File: config.mk
export PLATFORM = sky130hd
export DESIGN_NAME = dram_arb
export DESIGN_NICKNAME = d
export VERILOG_FILES = /design/src/rtl/dram_arb.sv
export SDC_FILE = /design/constraint.sdc
export NUM_CORES = 1
export LEC_CHECK = 0
export CAP_MARGIN = 20
export CORE_MARGIN = 2
export CORE_UTILIZATION = 54
export CTS_CLUSTER_SIZE = 24
export DETAILED_ROUTE_END_ITERATION = 8
export HOLD_SLACK_MARGIN = 0.03
export PLACE_DENSITY_LB_ADDON = 0.12
export SYNTH_ARGS = -nofsm -noshare
export SYNTH_HDL_FRONTEND = slang
export SYNTH_SLANG_ARGS = --single-unit
File: constraint.sdc
create_clock -name clk -period 2.4 [get_ports clk]
set_input_delay 0.48 -clock clk [delete_from_list [all_inputs] [get_ports clk]]
set_output_delay 0.48 -clock clk [all_outputs]
set_load 0.05 [all_outputs]
File: src/rtl/dram_arb.sv
//------------------------------------------------------------------------------
// Module  : dram_arb
// Brief   : Shares one DRAM sequencer between CPU, DMA and a CBR refresh
//           scheduler with a deferrable refresh backlog and a WAIT watchdog.
// Revision: 1.0
//------------------------------------------------------------------------------
`default_nettype none

module dram_arb #(
    parameter int REF_INTERVAL = 500,
    parameter int REF_MAX_PEND = 4,
    parameter int SEQ_TIMEOUT  = 64
) (
    input  logic       clk,
    input  logic       RESET,
    input  logic       cpu_req,
    output logic       cpu_gnt,
    output logic       cpu_done,
    input  logic       dma_req,
    output logic       dma_gnt,
    output logic       dma_done,
    output logic       seq_start,
    output logic [1:0] seq_op,
    input  logic       seq_done,
    output logic [2:0] ref_pend,
    output logic       ref_overflow,
    output logic       seq_timeout
);

    localparam logic [1:0] c_OP_CPU   = 2'b00;
    localparam logic [1:0] c_OP_DMA   = 2'b01;
    localparam logic [1:0] c_OP_REF   = 2'b10;
    localparam logic [8:0] c_Q_LAST   = 9'(REF_INTERVAL - 1);
    localparam logic [2:0] c_PEND_MAX = 3'(REF_MAX_PEND);
    localparam int         c_WD_W     = $clog2(SEQ_TIMEOUT) + 1;
    localparam logic [c_WD_W-1:0] c_WD_LAST = c_WD_W'(SEQ_TIMEOUT - 1);

    typedef enum logic [1:0] {
        S_IDLE  = 2'd0,
        S_ISSUE = 2'd1,
        S_WAIT  = 2'd2,
        S_DONE  = 2'd3
    } state_t;

    state_t              r_state;
    state_t              w_state_nxt;
    logic [1:0]          r_op;
    logic [1:0]          w_op_nxt;
    logic                r_last_dma;
    logic                w_last_dma_nxt;
    logic [c_WD_W-1:0]   r_wd;
    logic [c_WD_W-1:0]   w_wd_nxt;
    logic                r_timeout;
    logic                w_timeout_nxt;

    logic [8:0]          r_q;
    logic [2:0]          r_pend;
    logic                r_ovf;
    logic                w_tick;
    logic                w_ref_issue;
    logic                w_busy;

    // Arbitration runs only in IDLE; owner/op are latched on the way to ISSUE.
    always_comb begin
        w_state_nxt    = r_state;
        w_op_nxt       = r_op;
        w_last_dma_nxt = r_last_dma;
        w_wd_nxt       = r_wd;
        w_timeout_nxt  = r_timeout;
        case (r_state)
            S_IDLE: begin
                w_wd_nxt = '0;
                if (r_pend == c_PEND_MAX) begin
                    w_op_nxt    = c_OP_REF;
                    w_state_nxt = S_ISSUE;
                end else if (cpu_req && (!dma_req || r_last_dma)) begin
                    w_op_nxt       = c_OP_CPU;
                    w_last_dma_nxt = 1'b0;
                    w_state_nxt    = S_ISSUE;
                end else if (dma_req) begin
                    w_op_nxt       = c_OP_DMA;
                    w_last_dma_nxt = 1'b1;
                    w_state_nxt    = S_ISSUE;
                end else if (r_pend != 3'd0) begin
                    w_op_nxt    = c_OP_REF;
                    w_state_nxt = S_ISSUE;
                end
            end
            S_ISSUE: begin
                w_state_nxt = S_WAIT;
            end
            S_WAIT: begin
                if (seq_done) begin
                    w_state_nxt = S_DONE;
                end else if (r_wd == c_WD_LAST) begin
                    w_timeout_nxt = 1'b1;
                    w_state_nxt   = S_DONE;
                end else begin
                    w_wd_nxt = r_wd + 1'b1;
                end
            end
            S_DONE: begin
                w_state_nxt = S_IDLE;
            end
            default: begin
                w_state_nxt = S_IDLE;
            end
        endcase
    end

    // Falling-edge registers, in step with the DRAM sequencer.
    always_ff @(negedge clk) begin
        if (RESET) begin
            r_state    <= S_IDLE;
            r_op       <= c_OP_CPU;
            r_last_dma <= 1'b1;
            r_wd       <= '0;
            r_timeout  <= 1'b0;
        end else begin
            r_state    <= w_state_nxt;
            r_op       <= w_op_nxt;
            r_last_dma <= w_last_dma_nxt;
            r_wd       <= w_wd_nxt;
            r_timeout  <= w_timeout_nxt;
        end
    end

    assign w_tick      = (r_q == c_Q_LAST);
    assign w_ref_issue = (r_state == S_ISSUE) && (r_op == c_OP_REF);

    // A tick and a refresh issue in the same cycle cancel out.
    always_ff @(negedge clk) begin
        if (RESET) begin
            r_q    <= '0;
            r_pend <= '0;
            r_ovf  <= 1'b0;
        end else begin
            r_q <= w_tick ? 9'd0 : r_q + 9'd1;
            if (w_tick && !w_ref_issue) begin
                if (r_pend == c_PEND_MAX) begin
                    r_ovf <= 1'b1;
                end else begin
                    r_pend <= r_pend + 3'd1;
                end
            end else if (!w_tick && w_ref_issue) begin
                r_pend <= r_pend - 3'd1;
            end
        end
    end

    assign w_busy       = (r_state == S_ISSUE) || (r_state == S_WAIT);
    assign cpu_gnt      = w_busy && (r_op == c_OP_CPU);
    assign dma_gnt      = w_busy && (r_op == c_OP_DMA);
    assign cpu_done     = (r_state == S_DONE) && (r_op == c_OP_CPU);
    assign dma_done     = (r_state == S_DONE) && (r_op == c_OP_DMA);
    assign seq_start    = (r_state == S_ISSUE);
    assign seq_op       = (r_state == S_IDLE) ? c_OP_CPU : r_op;
    assign ref_pend     = r_pend;
    assign ref_overflow = r_ovf;
    assign seq_timeout  = r_timeout;

endmodule

`default_nettype wire

==> results.py, run 1 <==
metrics = {
    "floorplan": {
        "die-width_um": 54.3,
        "dieArea_um2": 2950,
        "start_util": 0.562,
        "core_um2": 2430,
        "die_h_um": 54.3,
        "rows": 18,
        "io-pin-count": 17,
    },
    "detailed_routing": {
        "wl_per_cell_um": 19.2,
        "via_per_inst": 5.97,
        "vias": 1534,
        "post-route-drc-count": 0,
        "dr.pass1.iters": 4,
        "drtIter0Drc": 68,
        "routed_wl_um": 4920,
        "postRouteAntennaNets": 0,
    },
    "sta": {
        "worst_slack_ps": -796,
        "worst_pin_slew_ps": 294,
        "hold_viol": 0,
        "grt_setup_unrepaired": "true",
        "worst_hold_slack_ps": 445,
        "setup_viol": 16,
        "fin_skew_ps": 56.9,
        "slew-limit-headroom": 0.804,
        "drv_slew": 0,
    },
    "clocking": {
        "hold_buffers": 0,
        "cts_htree_levels": 1,
        "cts_tree": "yes",
        "worst_skew_pair.late_latency_ps": 450,
        "clock_path_buffers": 2,
        "clock-sinks": 26,
        "cts-root-buf": "clkbuf_4",
        "clk_pin_slew_ps": 60,
        "cts_buffers": 3,
    },
    "grt": {
        "grt_first_pass_wirelength_um": 6610,
        "grt-ovfl-total": 0,
        "antenna_found_initial": 0,
        "grt_pass1_vias": 1546,
        "grt.total_usage": 0.313,
        "grt_max_degree": 16,
    },
    "worst_setup_path": {
        "required_ps": 1920,
        "cp_max_fo": 3,
        "cp-end-kind": "output port",
        "r2r_slack_ps": -70,
        "cp.arrival_ps": 2720,
        "cp-start-kind": "register",
        "crit_type": "register to output port",
    },
    "synthesis": {
        "ys_seq_elements": 26,
        "yosys.area.top_type": "dfxtp_1",
        "syn_inst": 150,
        "ys_seq_area_frac": 0.381,
        "synth_top_area_share": 0.381,
        "async_flop_share": 0,
        "ys_warn_count": 0,
        "synth_area_um2": 1370,
        "postSynthAreaPerCell_um2": 9.11,
        "synth_edf_count": 0,
        "yosys-top-cells-area": "dfxtp_1, ha_1, nor2_1",
        "synth_cell_types": 46,
        "syn_nets": 162,
        "synth_ff_type": "dfxtp_1",
    },
    "placement": {
        "io_buffers": 16,
        "hpwlAfterDp_um": 2340,
        "gp_congestion": 0.774,
        "dp_cells": 217,
        "place_worst_setup_slack_ps": -764,
    },
    "finish": {
        "drive_gt1_frac": 0.414,
        "final_nets": 240,
        "n_antenna_cell": 0,
        "area_growth_pct": 62.2,
        "nFillCells": 102,
        "layout.cells.non_filler": 257,
    },
    "status": {
        "violations": "setup timing",
        "status": "complete, but fails checks",
    },
    "flow_run": {
        "drv_cap": 0,
    },
    "hold_path": {
        "min_path_type": "register to register",
    },
    "power": {
        "p_total_w": 0.00208,
        "p_leak_nw": 0.960,
        "power_density_nw_per_um2": 940,
        "ir_drop_mv": 0.839,
    },
}
==> final cells by class <==
type | count | area, µm² | share of cell area
Tap cell | 30 | 37.5 | 0.0169
Inverter | 4 | 15.0 | 0.00678
Multi-Input combinational cell | 117 | 948 | 0.428
Clock buffer | 3 | 22.5 | 0.0102
Clock inverter | 27 | 104 | 0.0469
Timing Repair Buffer | 50 | 557 | 0.251
Sequential cell | 26 | 532 | 0.240
==> kinds of logic (layout without fill, tap and decap cells) <==
group,after synthesis,count (layout),share of synthesized area
multiplexers,2,2,0.0165
buffers and inverters,7,84,0.0192
XOR/XNOR,7,7,0.0449
adder cells (fa/ha/maj),7,7,0.0641
AO/OA/AOI/OAI,29,29,0.147
AND/OR/NAND/NOR,72,72,0.328
flip-flops,26,26,0.381
==> critical path, stage by stage, from the launching register on <==
cell	delay, ps
dfxtp_2	350
inv_2	70
ha_4	280
nor3b_4	220
buf_12	170
==> registers in the layout, summed over array words and instances, names as in the netlist <==
signal,count
ref_pend,3
seq_timeout,1
ref_overflow,1
r_state,2
r_last_dma,1
r_op,2
r_wd,7
r_q,9
==> synth_stat cells, types with 2 or more instances <==
library cell	instances
o21ai_0	7
nor2b_1	4
nor2_1	19
clkbuf_1	2
and3_1	3
dfxtp_1	26
or3_1	2
nand3_1	9
a32oi_1	3
a31oi_1	4
xor2_1	3
nor3b_1	3
or2_2	2
nand2_1	5
and2_1	3
ha_1	7
xnor2_1	4
nand2b_1	3
a21oi_1	9
inv_1	5
nand3b_1	2
==> stage by stage <==
step | util | TNS [ps] | instance area, µm²
2_1_floorplan | - | -2510 | 1440
3_3_place_gp | 0.789 | -12470 | 1920
3_5_place_dp | 0.789 | -13520 | 1920
4_1_cts | 0.888 | -5290 | 2160
5_1_grt | 0.911 | -6320 | 2220
6_report | 0.911 | -5870 | 2220
==> power by group <==
part | internal [W] | switching, W
Combinational | 0.000559 | 0.000536
Clock | 0.000122 | 0.000314
Sequential | 0.000486 | 0.0000657
Total | 0.00117 | 0.000915
==> path summary, 6_finish.rpt <==
path,start,end,depth (start not counted)
hold reg to reg,r_q[0],r_q[0],1
setup / recovery,r_state[0],cpu_gnt,4
setup reg to reg,r_state[0],ref_pend[2],12
hold / removal,r_q[0],r_q[0],1
==> what timing repair did <==
action                                  in CTS  in global routing
buffers inserted                             9                  3
pin swaps                                   10                  9
endpoints found under the setup margin      24                 27
resized for setup                           30                 10
==> cells in the final DEF, fill, tap and decap left out, types with 3 or more instances in the layout <==
cell type,n
nor2b_1,3
xnor2_1,4
inv_1,27
nand2_1,5
and2_1,3
nor2_1,18
xor2_1,3
buf_6,7
ha_1,3
nor3b_4,3
inv_2,3
dfxtp_2,9
dfxtp_1,17
buf_4,30
a21oi_1,8
o21ai_0,4
ha_4,3
buf_12,12
a31oi_1,4
nand3_1,9
clkbuf_4,3
nand2b_1,3
==> metal layers <==
metal	vias to the layer above	routed length, µm	part of all wire	GRT usage
li1	697	-	-	-
met1	726	1900	0.39	0.323
met2	82	2500	0.51	0.538
met3	29	241	0.049	0.101
met4	0	275	0.056	0.208
met5	-	0	0	0
No activity file was read; power rests on OpenSTA's default activity.
==> inputs of run 2 (changes only) <==
--- a/config.mk
+++ b/config.mk
@@ -7,7 +7,7 @@
 export LEC_CHECK = 0
 export CAP_MARGIN = 20
 export CORE_MARGIN = 2
-export CORE_UTILIZATION = 54
+export CORE_UTILIZATION = 45
 export CTS_CLUSTER_SIZE = 24
 export DETAILED_ROUTE_END_ITERATION = 8
 export HOLD_SLACK_MARGIN = 0.03
==> run 2 against run 1 <==
The flow still finishes with violations (setup timing). Sequential share of layout area up 0.15 points. Core utilization down 13 points. Register-to-register slack improved by 20 ps. First-iteration DRC count is 37% lower. Critical path type unchanged. Die area up 18%. Sequential power decreased by 1%. Power shrank 7.9%. Largest cell class unchanged. Clock-buffer cell count did not move. Cell count grew 0.78%. Clock power fell by 19%. Worst hold slack got worse by 1.6 ps.
==> results.py, run 2 (synthesized netlist as in run 1, its figures left out) <==
metrics = {
    "power": {
        "clkPwrFrac": 0.185,
        "swShare": 0.402,
        "ir_drop_mv": 0.504,
        "p_switching_w": 0.000770,
        "p_comb_frac": 0.530,
        "pwr-share-seq": 0.284,
        "p_int_w": 0.00115,
        "power_density_nw_per_um2": 866,
        "p_leak_nw": 0.955,
    },
    "sta": {
        "grt_setup_unrepaired": "true",
        "slew-limit-headroom": 0.815,
        "drv_slew": 0,
        "hold_viol": 0,
        "worst_pin_slew_ps": 277,
        "setup_viol": 16,
        "fin_skew_ps": 15.5,
        "worst_slack_ps": -699,
    },
    "worst_setup_path": {
        "cp-start-kind": "register",
        "max_stage_delay_ps": 340,
        "cp-end-kind": "output port",
        "required_ps": 1920,
        "path_delay_family": "flip-flops",
        "cp.arrival_ps": 2620,
        "worstPathCellList": "inv_2 > ha_4 > nor3b_4 > buf_12",
        "cp_max_fo": 3,
        "crit_buf_inv": 2,
        "crit_type": "register to output port",
        "slowest_stage": "dfxtp_2",
    },
    "detailed_routing": {
        "postRouteAntennaNets": 0,
        "via_per_inst": 5.49,
        "wl_per_cell_um": 13.2,
        "vias": 1423,
        "post-route-drc-count": 0,
        "routed_wl_um": 3430,
        "drtIter0Drc": 43,
        "dr.pass1.iters": 4,
    },
    "hold_path": {
        "min_path_type": "register to register",
    },
    "clocking": {
        "clk_pin_slew_ps": 40,
        "cts_htree_levels": 1,
        "clock-sinks": 26,
        "cts-root-buf": "clkbuf_4",
        "worst_skew_pair.late_latency_ps": 390,
        "cts_buffers": 3,
        "cts_tree": "yes",
        "clock_path_buffers": 2,
    },
    "floorplan": {
        "die_h_um": 59.1,
        "die-width_um": 59.1,
        "core_um2": 2830,
        "rows": 19,
        "io-pin-count": 17,
        "dieArea_um2": 3490,
        "start_util": 0.483,
    },
    "finish": {
        "largest_reg_flops": 9,
        "area_growth_pct": 61.9,
        "final_nets": 241,
        "n_antenna_cell": 0,
        "layout_commonest_cell": "buf_4",
        "largest-register": "r_q",
        "final_area_um2": 2210,
        "drive_gt1_frac": 0.404,
        "final_util": 0.782,
        "layout_common_cells": "buf_4, inv_1, nor2_1",
    },
    "status": {
        "status": "complete, but fails checks",
        "violations": "setup timing",
    },
    "placement": {
        "io_buffers": 16,
        "gp_congestion": 0.782,
        "hpwlAfterDp_um": 2250,
        "dpl_cell_area_um2": 1890,
        "place_worst_setup_slack_ps": -776,
    },
    "grt": {
        "grt_first_pass_wirelength_um": 5620,
        "grt.total_usage": 0.205,
        "grt_max_degree": 15,
        "antenna_found_initial": 0,
        "grt_pass1_vias": 1405,
        "grt-ovfl-total": 0,
    },
    "flow_run": {
        "drv_cap": 0,
    },
}
run 2: cell count changes in the layout (fill, tap and decap cells not counted), sizes merged:
cell / change
buf: +1
clkinvlp: +1
dlygate4sd2: +1
dlymetal6s2s: -1
inv: -1
run 2: final cells by class:
type                            count  area, µm²
Clock inverter                     27        103
Timing Repair Buffer               51        558
Multi-Input combinational cell    117        941
Clock buffer                        3       22.5
Tap cell                           31       38.8
Sequential cell                    26        534
Inverter                            4       15.0
Fill cell                         204        617
run 2: worst paths after layout:
check,from,endpoint,slack [ps],cells after the start
worst max-delay path,r_state[1],cpu_gnt,-700,4
worst min-delay path,r_q[0],r_q[0],440,1
worst max register to register,r_state[0],ref_pend[2],-50,13
worst min register to register,r_q[0],r_q[0],440,1
run 2: metrics by stage:
stage	hold WS, ps	cells	power, W	setup TNS [ps]
6_report	444	259	0.00192	-5160
2_1_floorplan	413	150	0.00108	-2510
3_3_place_gp	424	214	0.00144	-12670
4_1_cts	445	253	0.00185	-5010
5_1_grt	473	259	0.00207	-6200
3_5_place_dp	439	214	0.00146	-13830
run 2: what timing repair did:
action | in CTS | in global routing
endpoints found under the hold margin | 0 | 0
resized for setup | 30 | 7
pin swaps | 9 | 10
gates cloned | 0 | 0
hold buffers | 0 | 0
setup endpoints to repair | 34 | 17
setup buffers | 10 | 6
run 2: routing by layer:
layer	wire length (µm)	GRT usage
met1	1440	0.221
met2	1760	0.367
met3	210	0.0677
met4	15	0.0844
met5	0	0
run 2: power by group through the flow:
stage                     clock network (W)  registers, W  logic [W]
after floorplan                   0.0000688      0.000576   0.000434
after global placement            0.0000688      0.000548   0.000820
after detailed placement          0.0000688      0.000552   0.000840
after CTS                          0.000374      0.000543   0.000933
after global routing               0.000434      0.000548    0.00109
final                              0.000355      0.000545    0.00102
==> inputs of run 3 (changes only) <==
--- a/config.mk
+++ b/config.mk
@@ -7,7 +7,7 @@
 export LEC_CHECK = 0
 export CAP_MARGIN = 20
 export CORE_MARGIN = 2
-export CORE_UTILIZATION = 45
+export CORE_UTILIZATION = 49
 export CTS_CLUSTER_SIZE = 24
 export DETAILED_ROUTE_END_ITERATION = 8
 export HOLD_SLACK_MARGIN = 0.03
==> run 3 against run 2 <==
The run still ends with setup timing left. Sequential power hardly changed. Clock power rose by 5%. Design area shrank 1.4%. Sequential share of layout area is 0.23 points higher. Routed wire length increased by 7.9%. Power fell by 0.21%. Critical path depth did not move. Clock-buffer cell count unchanged. Global-route usage rose by 1.8 points. Worst hold slack improved by 8.3 ps. Clock skew increased by 13 ps. Flip-flop and latch count unchanged.
==> results.py, run 3 (synthesized netlist as in run 1, its figures left out) <==
metrics = {
    "status": {
        "status": "complete, but fails checks",
        "violations": "setup timing",
    },
    "power": {
        "p_total_w": 0.00191,
        "p_leak_nw": 0.926,
        "ir_drop_mv": 0.906,
        "power_density_nw_per_um2": 877,
    },
    "finish": {
        "area_growth_pct": 59.6,
        "final_nets": 236,
        "largest_reg_flops": 9,
        "final_util": 0.805,
        "layout_common_cells": "inv_1, buf_4, nor2_1",
        "n_antenna_cell": 0,
        "drive_gt1_frac": 0.399,
        "largest-register": "r_q",
    },
    "floorplan": {
        "die-width_um": 56.8,
        "core_um2": 2710,
        "dieArea_um2": 3230,
        "die_h_um": 56.8,
        "io-pin-count": 17,
        "start_util": 0.504,
        "rows": 19,
    },
    "clocking": {
        "cts_htree_levels": 1,
        "clk_pin_slew_ps": 60,
        "cts_tree": "yes",
        "clock_path_buffers": 2,
        "cts-root-buf": "clkbuf_4",
        "clock-sinks": 26,
        "worst_skew_pair.late_latency_ps": 420,
        "cts_buffers": 3,
    },
    "hold_path": {
        "min_path_type": "register to register",
    },
    "grt": {
        "grt-ovfl-total": 0,
        "grt.total_usage": 0.223,
        "antenna_found_initial": 0,
        "grt_first_pass_wirelength_um": 5850,
        "grt_pass1_vias": 1394,
        "grt_max_degree": 15,
    },
    "placement": {
        "place_worst_setup_slack_ps": -798,
        "hpwlAfterDp_um": 2390,
        "io_buffers": 16,
        "gp_congestion": 0.759,
    },
    "worst_setup_path": {
        "cp_max_fo": 3,
        "crit_type": "register to output port",
        "cp-start-kind": "register",
        "required_ps": 1920,
        "worstPathCellList": "inv_2 > ha_4 > nor3b_4 > buf_12",
        "slowest_stage": "dfxtp_2",
        "max_stage_delay_ps": 340,
        "cp-end-kind": "output port",
        "cp.arrival_ps": 2660,
    },
    "detailed_routing": {
        "wl_met2_um": 1980,
        "wl_met3_um": 166,
        "dr.pass1.iters": 4,
        "postRouteAntennaNets": 0,
        "met1Wirelength_um": 1470,
        "top_layer_used": "met4",
        "routed_wl_um": 3700,
        "wl_per_cell_um": 14.6,
        "post-route-drc-count": 0,
        "vias": 1433,
        "via_per_inst": 5.64,
        "drtIter0Drc": 42,
    },
    "sta": {
        "worst_hold_slack_ps": 452,
        "worst_slack_ps": -737,
        "drv_slew": 0,
        "grt_setup_unrepaired": "true",
        "fin_skew_ps": 28.1,
        "hold_viol": 0,
        "worst_pin_slew_ps": 304,
        "setup_viol": 15,
        "slew-limit-headroom": 0.797,
    },
    "flow_run": {
        "drv_cap": 0,
    },
}
==> run 3: per-layer routing <==
| layer | global-route usage | vias to the layer above |
|---|---|---|
| li1 | - | 690 |
| met1 | 0.248 | 683 |
| met2 | 0.407 | 52 |
| met3 | 0.0599 | 8 |
| met4 | 0.0764 | 0 |
| met5 | 0 | - |
==> run 3: repair_timing <==
action,4_1_cts,5_1_grt
pin swaps,9,14
setup endpoints to repair,24,17
buffers inserted,6,5
hold buffers,0,0
gates resized for setup,30,7
==> run 3: worst max-delay path: cells and delay by family (launching register included) <==
| family | cells | cell delay, ps |
|---|---|---|
| flops | 1 | 340 |
| fa+ha+maj | 1 | 270 |
| simple gates | 1 | 220 |
| buf+inv | 2 | 210 |
==> run 3: area by class of cell <==
class / instances / area (µm²)
repair buffers: 46 / 519
flip-flops and latches: 26 / 532
well taps: 31 / 38.8
inverters: 4 / 15.0
fillers: 159 / 529
clock inverters: 27 / 103
clock buffers: 3 / 22.5
multi-input cells: 117 / 951
==> run 3: where the power goes <==
part / switching [W] / total (W) / internal, W
registers: 0.0000604 / 0.000547 / 0.000487
logic: 0.000470 / 0.000993 / 0.000523
clock network: 0.000255 / 0.000372 / 0.000117
==> run 3: path summary, 6_finish.rpt <==
check                  start          end  slack (ps)  cells after the start
setup / recovery  r_state[0]      cpu_gnt        -740                      4
hold / removal        r_q[0]       r_q[0]         450                      1
setup reg to reg  r_state[0]  ref_pend[2]         100                     11
hold reg to reg       r_q[0]       r_q[0]         450                      1
==> run 3: through the flow <==
step | area [µm²] | setup TNS, ps | instances
after global placement | 1900 | -12470 | 215
after global routing | 2180 | -5710 | 254
final | 2180 | -5090 | 254
after floorplan | 1440 | -2510 | 150
after detailed placement | 1900 | -13510 | 215
after CTS | 2110 | -5310 | 250
